[src/rtl/i2s_clk_gen_pkg.sv]
`default_nettype none
// =============================================================================
// Module : i2s_pkg
// Shared state encoding, parameter defaults and width helper for i2s_clk_gen.
// Rev    : 1.0
// =============================================================================
package i2s_pkg;

   typedef enum logic [1:0] {
      ST_IDLE   = 2'd0,
      ST_WARMUP = 2'd1,
      ST_RUN    = 2'd2,
      ST_STOP   = 2'd3
   } i2s_state_e;

   localparam int unsigned DEF_BITS_PER_SLOT = 32;
   localparam int unsigned DEF_WARMUP_FRAMES = 4096;

   // Ceiling log2, floored at 1 so a single-entry range still gets a bit.
   function automatic int unsigned clog2(input int unsigned n);
      int unsigned w;
      w = 1;
      while ((32'd1 << w) < n) w = w + 1;
      return w;
   endfunction

endpackage
`default_nettype wire

[src/rtl/i2s_clk_gen_sck_divider.sv]
`default_nettype none
// =============================================================================
// Module : sck_divider
// Divides clk into SCK with half-period h and emits registered rise/fall strobes.
// Rev    : 1.0
// =============================================================================
module sck_divider
   import i2s_pkg::*;
#(
   parameter int unsigned DIV_WIDTH = 8
) (
   input  logic                 clk,
   input  logic                 rst_n,
   input  logic                 run,
   input  logic [DIV_WIDTH-1:0] h,
   output logic                 sck,
   output logic                 sck_rise,
   output logic                 sck_fall,
   output logic                 fall_next
);

   localparam logic [DIV_WIDTH-1:0] c_one = DIV_WIDTH'(1);

   logic [DIV_WIDTH-1:0] cnt_q, cnt_d;
   logic                 sck_q, sck_d;
   logic                 rise_q, rise_d;
   logic                 fall_q, fall_d;
   logic                 last;

   assign last = (cnt_q == (h - c_one));

   // Deliberately not gated by run: the FSM uses it to compute run itself.
   assign fall_next = last && sck_q;

   always_comb begin
      cnt_d  = cnt_q + c_one;
      sck_d  = sck_q;
      rise_d = 1'b0;
      fall_d = 1'b0;
      if (!run) begin
         cnt_d = '0;
         sck_d = 1'b0;
      end else if (last) begin
         cnt_d  = '0;
         sck_d  = ~sck_q;
         rise_d = ~sck_q;
         fall_d = sck_q;
      end
   end

   always_ff @(posedge clk or negedge rst_n) begin
      if (!rst_n) begin
         cnt_q  <= '0;
         sck_q  <= 1'b0;
         rise_q <= 1'b0;
         fall_q <= 1'b0;
      end else begin
         cnt_q  <= cnt_d;
         sck_q  <= sck_d;
         rise_q <= rise_d;
         fall_q <= fall_d;
      end
   end

   assign sck      = sck_q;
   assign sck_rise = rise_q;
   assign sck_fall = fall_q;

endmodule
`default_nettype wire

[src/rtl/i2s_clk_gen.sv]
`default_nettype none
// =============================================================================
// Module : i2s_clk_gen
// I2S master SCK/WS generator with warm-up hold-off and frame-aligned start/stop.
// Rev    : 1.0
// =============================================================================
module i2s_clk_gen
   import i2s_pkg::*;
#(
   parameter int unsigned DIV_WIDTH     = 8,
   parameter int unsigned BITS_PER_SLOT = DEF_BITS_PER_SLOT,
   parameter int unsigned WARMUP_FRAMES = DEF_WARMUP_FRAMES
) (
   input  logic                             clk,
   input  logic                             rst_n,
   input  logic                             enable,
   input  logic [DIV_WIDTH-1:0]             half_div,
   output logic                             sck,
   output logic                             ws,
   output logic                             sck_rise,
   output logic                             sck_fall,
   output logic [clog2(BITS_PER_SLOT)-1:0]  bit_idx,
   output logic                             frame_start,
   output logic                             running,
   output logic                             busy
);

   localparam int unsigned BW = clog2(BITS_PER_SLOT);
   localparam int unsigned FW = clog2(WARMUP_FRAMES);

   localparam logic [BW-1:0]        c_last_bit   = BW'(BITS_PER_SLOT - 1);
   localparam logic [BW-1:0]        c_bit_one    = BW'(1);
   localparam logic [FW-1:0]        c_last_frame = FW'(WARMUP_FRAMES - 1);
   localparam logic [FW-1:0]        c_frame_one  = FW'(1);
   localparam logic [DIV_WIDTH-1:0] c_div_one    = DIV_WIDTH'(1);

   i2s_state_e           state_q, state_d;
   logic [DIV_WIDTH-1:0] h_q, h_d;
   logic [BW-1:0]        bit_q, bit_d;
   logic                 ws_q, ws_d;
   logic [FW-1:0]        frame_cnt_q, frame_cnt_d;
   logic                 fs_q, fs_d;

   logic                 div_run;
   logic                 fall_next;
   logic                 boundary;
   logic                 stop_done;

   sck_divider #(
      .DIV_WIDTH (DIV_WIDTH)
   ) u_sck_divider (
      .clk       (clk),
      .rst_n     (rst_n),
      .run       (div_run),
      .h         (h_q),
      .sck       (sck),
      .sck_rise  (sck_rise),
      .sck_fall  (sck_fall),
      .fall_next (fall_next)
   );

   // The coming falling edge will move ws from right back to left.
   assign boundary  = fall_next && (bit_q == c_last_bit) && ws_q;
   // Only a boundary cycle shows a fresh fall with ws=0 and bit_idx=0.
   assign stop_done = sck_fall && !ws_q && (bit_q == '0);

   always_comb begin
      state_d = state_q;
      h_d     = h_q;
      case (state_q)
         ST_IDLE: begin
            if (enable) begin
               state_d = ST_WARMUP;
               h_d     = (half_div == '0) ? c_div_one : half_div;
            end
         end
         ST_WARMUP: begin
            if (!enable)
               state_d = ST_STOP;
            else if (boundary && (frame_cnt_q == c_last_frame))
               state_d = ST_RUN;
         end
         ST_RUN: begin
            if (!enable) state_d = ST_STOP;
         end
         ST_STOP: begin
            if (stop_done) state_d = ST_IDLE;
         end
         default: state_d = ST_IDLE;
      endcase
   end

   always_comb begin
      bit_d       = bit_q;
      ws_d        = ws_q;
      frame_cnt_d = frame_cnt_q;
      if (state_q == ST_IDLE) begin
         bit_d       = '0;
         ws_d        = 1'b0;
         frame_cnt_d = '0;
      end else begin
         if (fall_next) begin
            if (bit_q == c_last_bit) begin
               bit_d = '0;
               ws_d  = ~ws_q;
            end else begin
               bit_d = bit_q + c_bit_one;
            end
         end
         if ((state_q == ST_WARMUP) && boundary)
            frame_cnt_d = frame_cnt_q + c_frame_one;
      end
      fs_d = boundary && (state_d == ST_RUN);
   end

   // Hold the divider cleared on both the entry and exit edges of IDLE.
   assign div_run = (state_q != ST_IDLE) && (state_d != ST_IDLE);

   always_ff @(posedge clk or negedge rst_n) begin
      if (!rst_n) begin
         state_q     <= ST_IDLE;
         h_q         <= c_div_one;
         bit_q       <= '0;
         ws_q        <= 1'b0;
         frame_cnt_q <= '0;
         fs_q        <= 1'b0;
      end else begin
         state_q     <= state_d;
         h_q         <= h_d;
         bit_q       <= bit_d;
         ws_q        <= ws_d;
         frame_cnt_q <= frame_cnt_d;
         fs_q        <= fs_d;
      end
   end

   assign ws          = ws_q;
   assign bit_idx     = bit_q;
   assign frame_start = fs_q;
   assign running     = (state_q == ST_RUN);
   assign busy        = (state_q != ST_IDLE);

endmodule
`default_nettype wire
[config.mk]
export PLATFORM = sky130hd
export DESIGN_NAME = i2s_clk_gen
export DESIGN_NICKNAME = d
export VERILOG_FILES = /design/src/rtl/i2s_clk_gen_pkg.sv /design/src/rtl/i2s_clk_gen_sck_divider.sv /design/src/rtl/i2s_clk_gen.sv
export SDC_FILE = /design/constraint.sdc
export NUM_CORES = 1
export LEC_CHECK = 0
export BUFFER_PORTS_ARGS = -buffer_cell sky130_fd_sc_hd__buf_2
export CELL_PAD_IN_SITES_DETAIL_PLACEMENT = 1
export CELL_PAD_IN_SITES_GLOBAL_PLACEMENT = 2
export CORE_UTILIZATION = 33
export DETAILED_ROUTE_END_ITERATION = 6
export GPL_TIMING_DRIVEN = 0
export PLACE_DENSITY = 0.72
export SKIP_LAST_GASP = 1
export SLEW_MARGIN = 20
export SYNTH_ARGS = -nofsm -noshare
export SYNTH_HDL_FRONTEND = slang
export SYNTH_SLANG_ARGS = --single-unit
[constraint.sdc]
create_clock -name clk -period 2.3 [get_ports clk]
set_input_delay 0.23 -clock clk [delete_from_list [all_inputs] [get_ports clk]]
set_output_delay 0.23 -clock clk [all_outputs]
set_load 0.01 [all_outputs]
==> results.yml, run 1 <==
drt:
  wire_per_inst_um: 15.85
  highest_layer: "met4"
  vias: 1882
  wl_um: 5642
  final_antenna_net_count: 0
  drt-met1-wl_um: 2592
  wl_met2_um: 2931
  drc: 0
  avgViaCountPerCell: 5.287
  drt_pass1_iterations: 4
  first_iter_violations: 64
  wl_met3_um: 88
die:
  rows: 29
  fp.coreArea_um2: 6495
  die-area_um2: 7233
  start_util_pct: 35.04
  fp.dieH_um: 85.05
  die_x_um: 85.05
  num_io_pins: 23
sta:
  skew_ps: 10.28
  hold_viol_final: 0
  finalSetupViolCount: 11
  fin_crit_ps: 2440
  maxSlewHeadroom_pct: 37.61
  tns_ps: -611.7
  slew_viol_final: 0
  setup_ws_ps: -140.4
  max_freq_ghz: 0.4098
  rsz0062_at_grt: "yes"
  tightestPinTransition_ps: 935.9
  finalCritPeriodShare_pct: 106.1
cts:
  clk_pin_slew_worst_paths_ps: 80
  cts_buffer_depth: 2
  cts_tree: "done"
  htreeDepth: 2
  clockRootBuffer: "clkbuf_8"
  clk_latency_ps: 290
  cts_buffers: 5
  cts.sinks: 40
critical_path:
  r2r-end: "frame_cnt_q[7]"
  r2r_cells: 8
  cp.arrival_ps: 2610
  r2r-start: "h_q[0]"
  required_ps: 2470
  r2r_setup_slack_ps: -140
  cp_max_fo: 5
  critPathKind: "reg -> reg"
  end_kind: "register"
  crit_path_start_kind: "register"
synthesis:
  synthesis.nets: 259
  synth_top_area_share_pct: 42.88
  ys_seq_area_share_pct: 44.04
  synth_flop_cell: "dfrtp_1"
  synth_edf_count: 0
  syn_area_per_cell_um2: 9.405
  synth_largest_area_cell: "dfrtp_1"
  synth_area_um2: 2276
  netlist-cell-type-count: 45
  synth_most_common_cell: "dfrtp_1"
  synthArstFlopShare_pct: 100.0
  ys_seq_elements: 40
  ys_top_cells_by_count: "39 x dfrtp_1, 30 x nand2_1, 19 x nor2_1"
  yosysWarnings: 0
  synth_area_leaders: "dfrtp_1 43%, nand2_1 4.9%, xor2_1 3.8%"
  syn_inst: 242
global_route:
  gr-total-overflow: 0
  grt_pass1_wl_um: 9563
  antenna_found_initial: 0
  grt_max_degree: 41
  grtUsageTotal_pct: 16.81
  grt_pass1_vias: 1930
power_and_ir_drop:
  ir_drop_v: 0.0001838
  p_leak_nw: 1.304
  power-per-cell-area_nw_per_um2: 425.2
placed_design:
  pre_cts_ws_ps: -399.1
  routabilityCongestion: 0.7265
  hpwlAfterDp_um: 3840
  portBuffers: 22
  place_area_um2: 2495
status:
  status: "finished, violations left"
  violations: "setup timing"
layout:
  nets: 295
  drive_gt1_share_pct: 29.03
  final_area_um2: 2855
  multi_input_area_um2: 1378
  syn_to_final_growth_pct: 25.45
  num_antenna_cells: 0
  fillCellCount: 766
  seqCellArea_um2: 1002
job:
  drv_cap: 0
hold_path:
  hold_path_class: "in -> async"
[where the power goes]
group          internal (mW)  total [mW]        switching [mW]
logic                0.00704      0.0261                0.0191
registers              0.703       0.703  0.000000000000000158
clock network          0.240       0.485                 0.246
total                  0.949        1.21                 0.265
[worst max-delay path by stage]
| stage | from | slack, ps | endpoint | cells past startpoint |
|---|---|---|---|---|
| after floorplan | h_q[0] | -40 | frame_cnt_q[7] | 8 |
| after global placement | h_q[0] | -360 | frame_cnt_q[9] | 8 |
| after detailed placement | h_q[0] | -400 | frame_cnt_q[9] | 8 |
| after CTS | h_q[0] | -180 | frame_cnt_q[7] | 8 |
| after global routing | h_q[0] | -250 | frame_cnt_q[7] | 8 |
| final | h_q[0] | -140 | frame_cnt_q[7] | 8 |
[cell type report]
cell class	count	area share, %
Buffer	5	0.9202
Tap cell	77	3.374
Inverter	16	2.103
Clock buffer	6	2.892
Timing Repair Buffer	32	7.011
Sequential cell	40	35.10
Multi-Input combinational cell	178	48.25
Clock inverter	2	0.3506
[metal layers]
metal,GRT usage [%],vias to the layer above
met5,0,-
met4,3.698,0
met3,2.918,2
met2,29.18,10
met1,21.90,950
li1,-,920
[placed cells by master (no fill, tap or decap), types with 8 or more instances in the layout]
master   netlist  routed
mux2i_1        8       8
xor2_1        10       9
nor2_1        19      16
buf_2          1      22
nand3_1       16      13
o21ai_0       11       9
nand2_1       30      28
dfrtp_1       39      39
inv_1         16      15
[state kept, by name, indices dropped and copies added, names as in the netlist]
name	count
u_sck_divider.sck_fall	1
state_q	2
u_sck_divider.cnt_q	8
frame_cnt_q	12
h_q	8
u_sck_divider.sck_rise	1
frame_start	1
u_sck_divider.sck	1
ws	1
bit_idx	5
[timing repair]
action,4_1_cts,5_1_grt
gates resized for setup,14,29
buffers inserted,7,3
hold buffers,0,0
pin swaps,9,7
endpoints found under the setup margin,30,33
[per-stage QoR]
| step | total power [mW] | hold WS, ps | util [%] | std cells |
|---|---|---|---|---|
| after floorplan | 0.7183 | -65.59 | - | 242 |
| after global placement | 0.7439 | 428.2 | 38.41 | 341 |
| after detailed placement | 0.7445 | 432.7 | 38.41 | 341 |
| after CTS | 1.243 | 112.3 | 41.63 | 355 |
| after global routing | 1.281 | 148.1 | 43.96 | 356 |
| final | 1.214 | 76.65 | 43.96 | 356 |
[kinds of logic after synthesis]
family / synth area share (%)
xor+xnor: 6.542
compound gates: 10.72
flops: 44.04
mux: 5.992
simple gates: 25.40
buf+inv: 4.013
fa+ha+maj: 3.298
[critical path, cell delays in order (launching register included)]
cell,delay (ps)
dfstp_2,550
inv_2,50
ha_4,270
xor2_2,130
o211ai_1,140
nor4b_4,340
o211ai_4,170
or4_4,540
mux2i_1,130
Note: power is estimated with default switching activity, not from simulation.
==> run 2: changes to the inputs <==
Settings changed: ABC_CLOCK_PERIOD_IN_PS from default to 2910, CORE_UTILIZATION 33 to 40, PLACE_DENSITY 0.72 to 0.82.
Clock period 2.3 ns to 2.91 ns, I/O delays scaled along.
==> run 2 against run 1 <==
The run now ends clean. Maximum frequency is 11% lower. Setup slack gained 310 ps. Sequential power down 21%. Largest power group unchanged.
==> results.yml, run 2 (synthesis results as in run 1) <==
drt:
  wire_per_inst_um: 15.89
  first_iter_violations: 56
  drc: 0
  final_antenna_net_count: 0
  avgViaCountPerCell: 5.468
  vias: 1881
  wl_um: 5465
  drt_pass1_iterations: 4
global_route:
  grtUsageTotal_pct: 20.18
  grt_pass1_vias: 1963
  grt_max_degree: 41
  grt_pass1_wl_um: 9528
  antenna_found_initial: 0
  gr-total-overflow: 0
critical_path:
  cp_max_fo: 10
  required_ps: 3100
  crit_path_start_kind: "register"
  r2r_setup_slack_ps: 170
  worstPathCellList: "inv_1 > ha_1 > xor2_1 > o211ai_1 > nor4b_4 > o211ai_2 > or4_1 > mux2i_1"
  worst_path_largest_cell_delay_ps: 650
  critPathKind: "reg -> reg"
  end_kind: "register"
  r2r_cells: 8
  cp.arrival_ps: 2930
  cpMaxStageDelayCell: "or4_1"
sta:
  max_freq_ghz: 0.3643
  tns_ps: 0
  finalCritPeriodShare_pct: 94.33
  finalSetupViolCount: 0
  slew_viol_final: 0
  tightestPinTransition_ps: 924.6
  skew_ps: 3.871
  fin_crit_ps: 2745
  maxSlewHeadroom_pct: 38.36
  hold_viol_final: 0
  whs_ps: 125.9
  rsz0062_at_grt: "no"
cts:
  clk_latency_ps: 300
  cts_tree: "done"
  cts.sinks: 40
  clk_pin_slew_worst_paths_ps: 80
  htreeDepth: 2
  cts_buffers: 5
  ctsHoldBuffers: 0
  cts_buffer_depth: 2
  clockRootBuffer: "clkbuf_8"
layout:
  final_util_pct: 46.72
  drive_gt1_share_pct: 16.91
  fillCellCount: 640
  seqCellArea_um2: 1002
  num_antenna_cells: 0
  final_common_cell: "dfrtp_1"
  nets: 288
  top_regs: "frame_cnt_q: 12 flops, h_q: 8 flops, u_sck_divider.cnt_q: 8 flops"
  largest_reg_flops: 12
  multi_input_area_um2: 1186
  final_cell_mix: "39 x dfrtp_1, 30 x nand2_1, 23 x buf_2"
  max_flop_register: "frame_cnt_q"
  syn_to_final_growth_pct: 13.03
die:
  rows: 27
  start_util_pct: 41.33
  die-area_um2: 5995
  fp.coreArea_um2: 5507
  num_io_pins: 23
  die_x_um: 77.43
  fp.dieH_um: 77.43
status:
  status: "completed"
placed_design:
  hpwlAfterDp_um: 3855
  portBuffers: 22
  routabilityCongestion: 0.7115
power_and_ir_drop:
  ir_drop_v: 0.0001693
  power-per-cell-area_nw_per_um2: 375.5
  p_leak_nw: 1.202
job:
  drv_cap: 0
hold_path:
  hold_path_class: "in -> async"
run 2: cell types whose count changed in the layout (fill, tap and decap cells not counted), sizes merged:
cell and change:
buf -11, clkbuf +4
run 2: per-layer routing:
metal	part of all wire [%]	up-vias	GRT usage [%]	wire length (um)
met4	1.1	0	5.660	58
met1	46	950	25.06	2540
met3	1.7	6	3.882	94
li1	-	913	-	-
met5	0	-	0	0
met2	51	12	35.40	2771
run 2: final timing paths:
check | startpoint | endpoint
max in group asynchronous | rst_n | h_q[6]
max | h_q[0] | frame_cnt_q[7]
min reg2reg | h_q[7] | h_q[7]
min in group clk | half_div[1] | h_q[1]
max reg2reg | h_q[0] | frame_cnt_q[7]
min | rst_n | u_sck_divider.cnt_q[2]
run 2: what timing repair did:
action                     in CTS  in global routing
buffers inserted                0                  0
setup endpoints to repair       0                  3
gates resized for setup         0                  1
hold endpoints to repair        0                  0
run 2: worst max-delay path: cells and delay by family, from the launching register on:
kind,cells,cell delay [ps]
simple gates,2,960
flops,1,570
compound gates,2,460
fa+ha+maj,1,240
xor+xnor,1,200
mux,1,140
buf+inv,1,70
run 2: where the power goes:
group | switching (mW) | internal, mW
Combinational | 0.0147 | 0.00555
Clock | 0.201 | 0.189
Sequential | 0.000000000000000112 | 0.555
run 2: cell type report:
class / count / area share (%)
buffer: 8 / 1.216
clock buffer: 6 / 3.210
clock inverter: 2 / 0.3891
inverter: 16 / 2.335
multi-input combinational: 178 / 46.11
sequential: 40 / 38.96
tap: 72 / 3.502
timing repair buffer: 22 / 4.280
run 2: stage by stage:
stage | total power, mW | worst slack (ps) | cell area, um^2 | std cells
final | 0.9660 | 165.1 | 2572 | 344
after global routing | 1.003 | 14.50 | 2572 | 344
after CTS | 0.9795 | 167.2 | 2569 | 344
after detailed placement | 0.5880 | 190.5 | 2476 | 336
after global placement | 0.5877 | 193.0 | 2476 | 336
after floorplan | 0.5678 | 485.2 | 2276 | 242
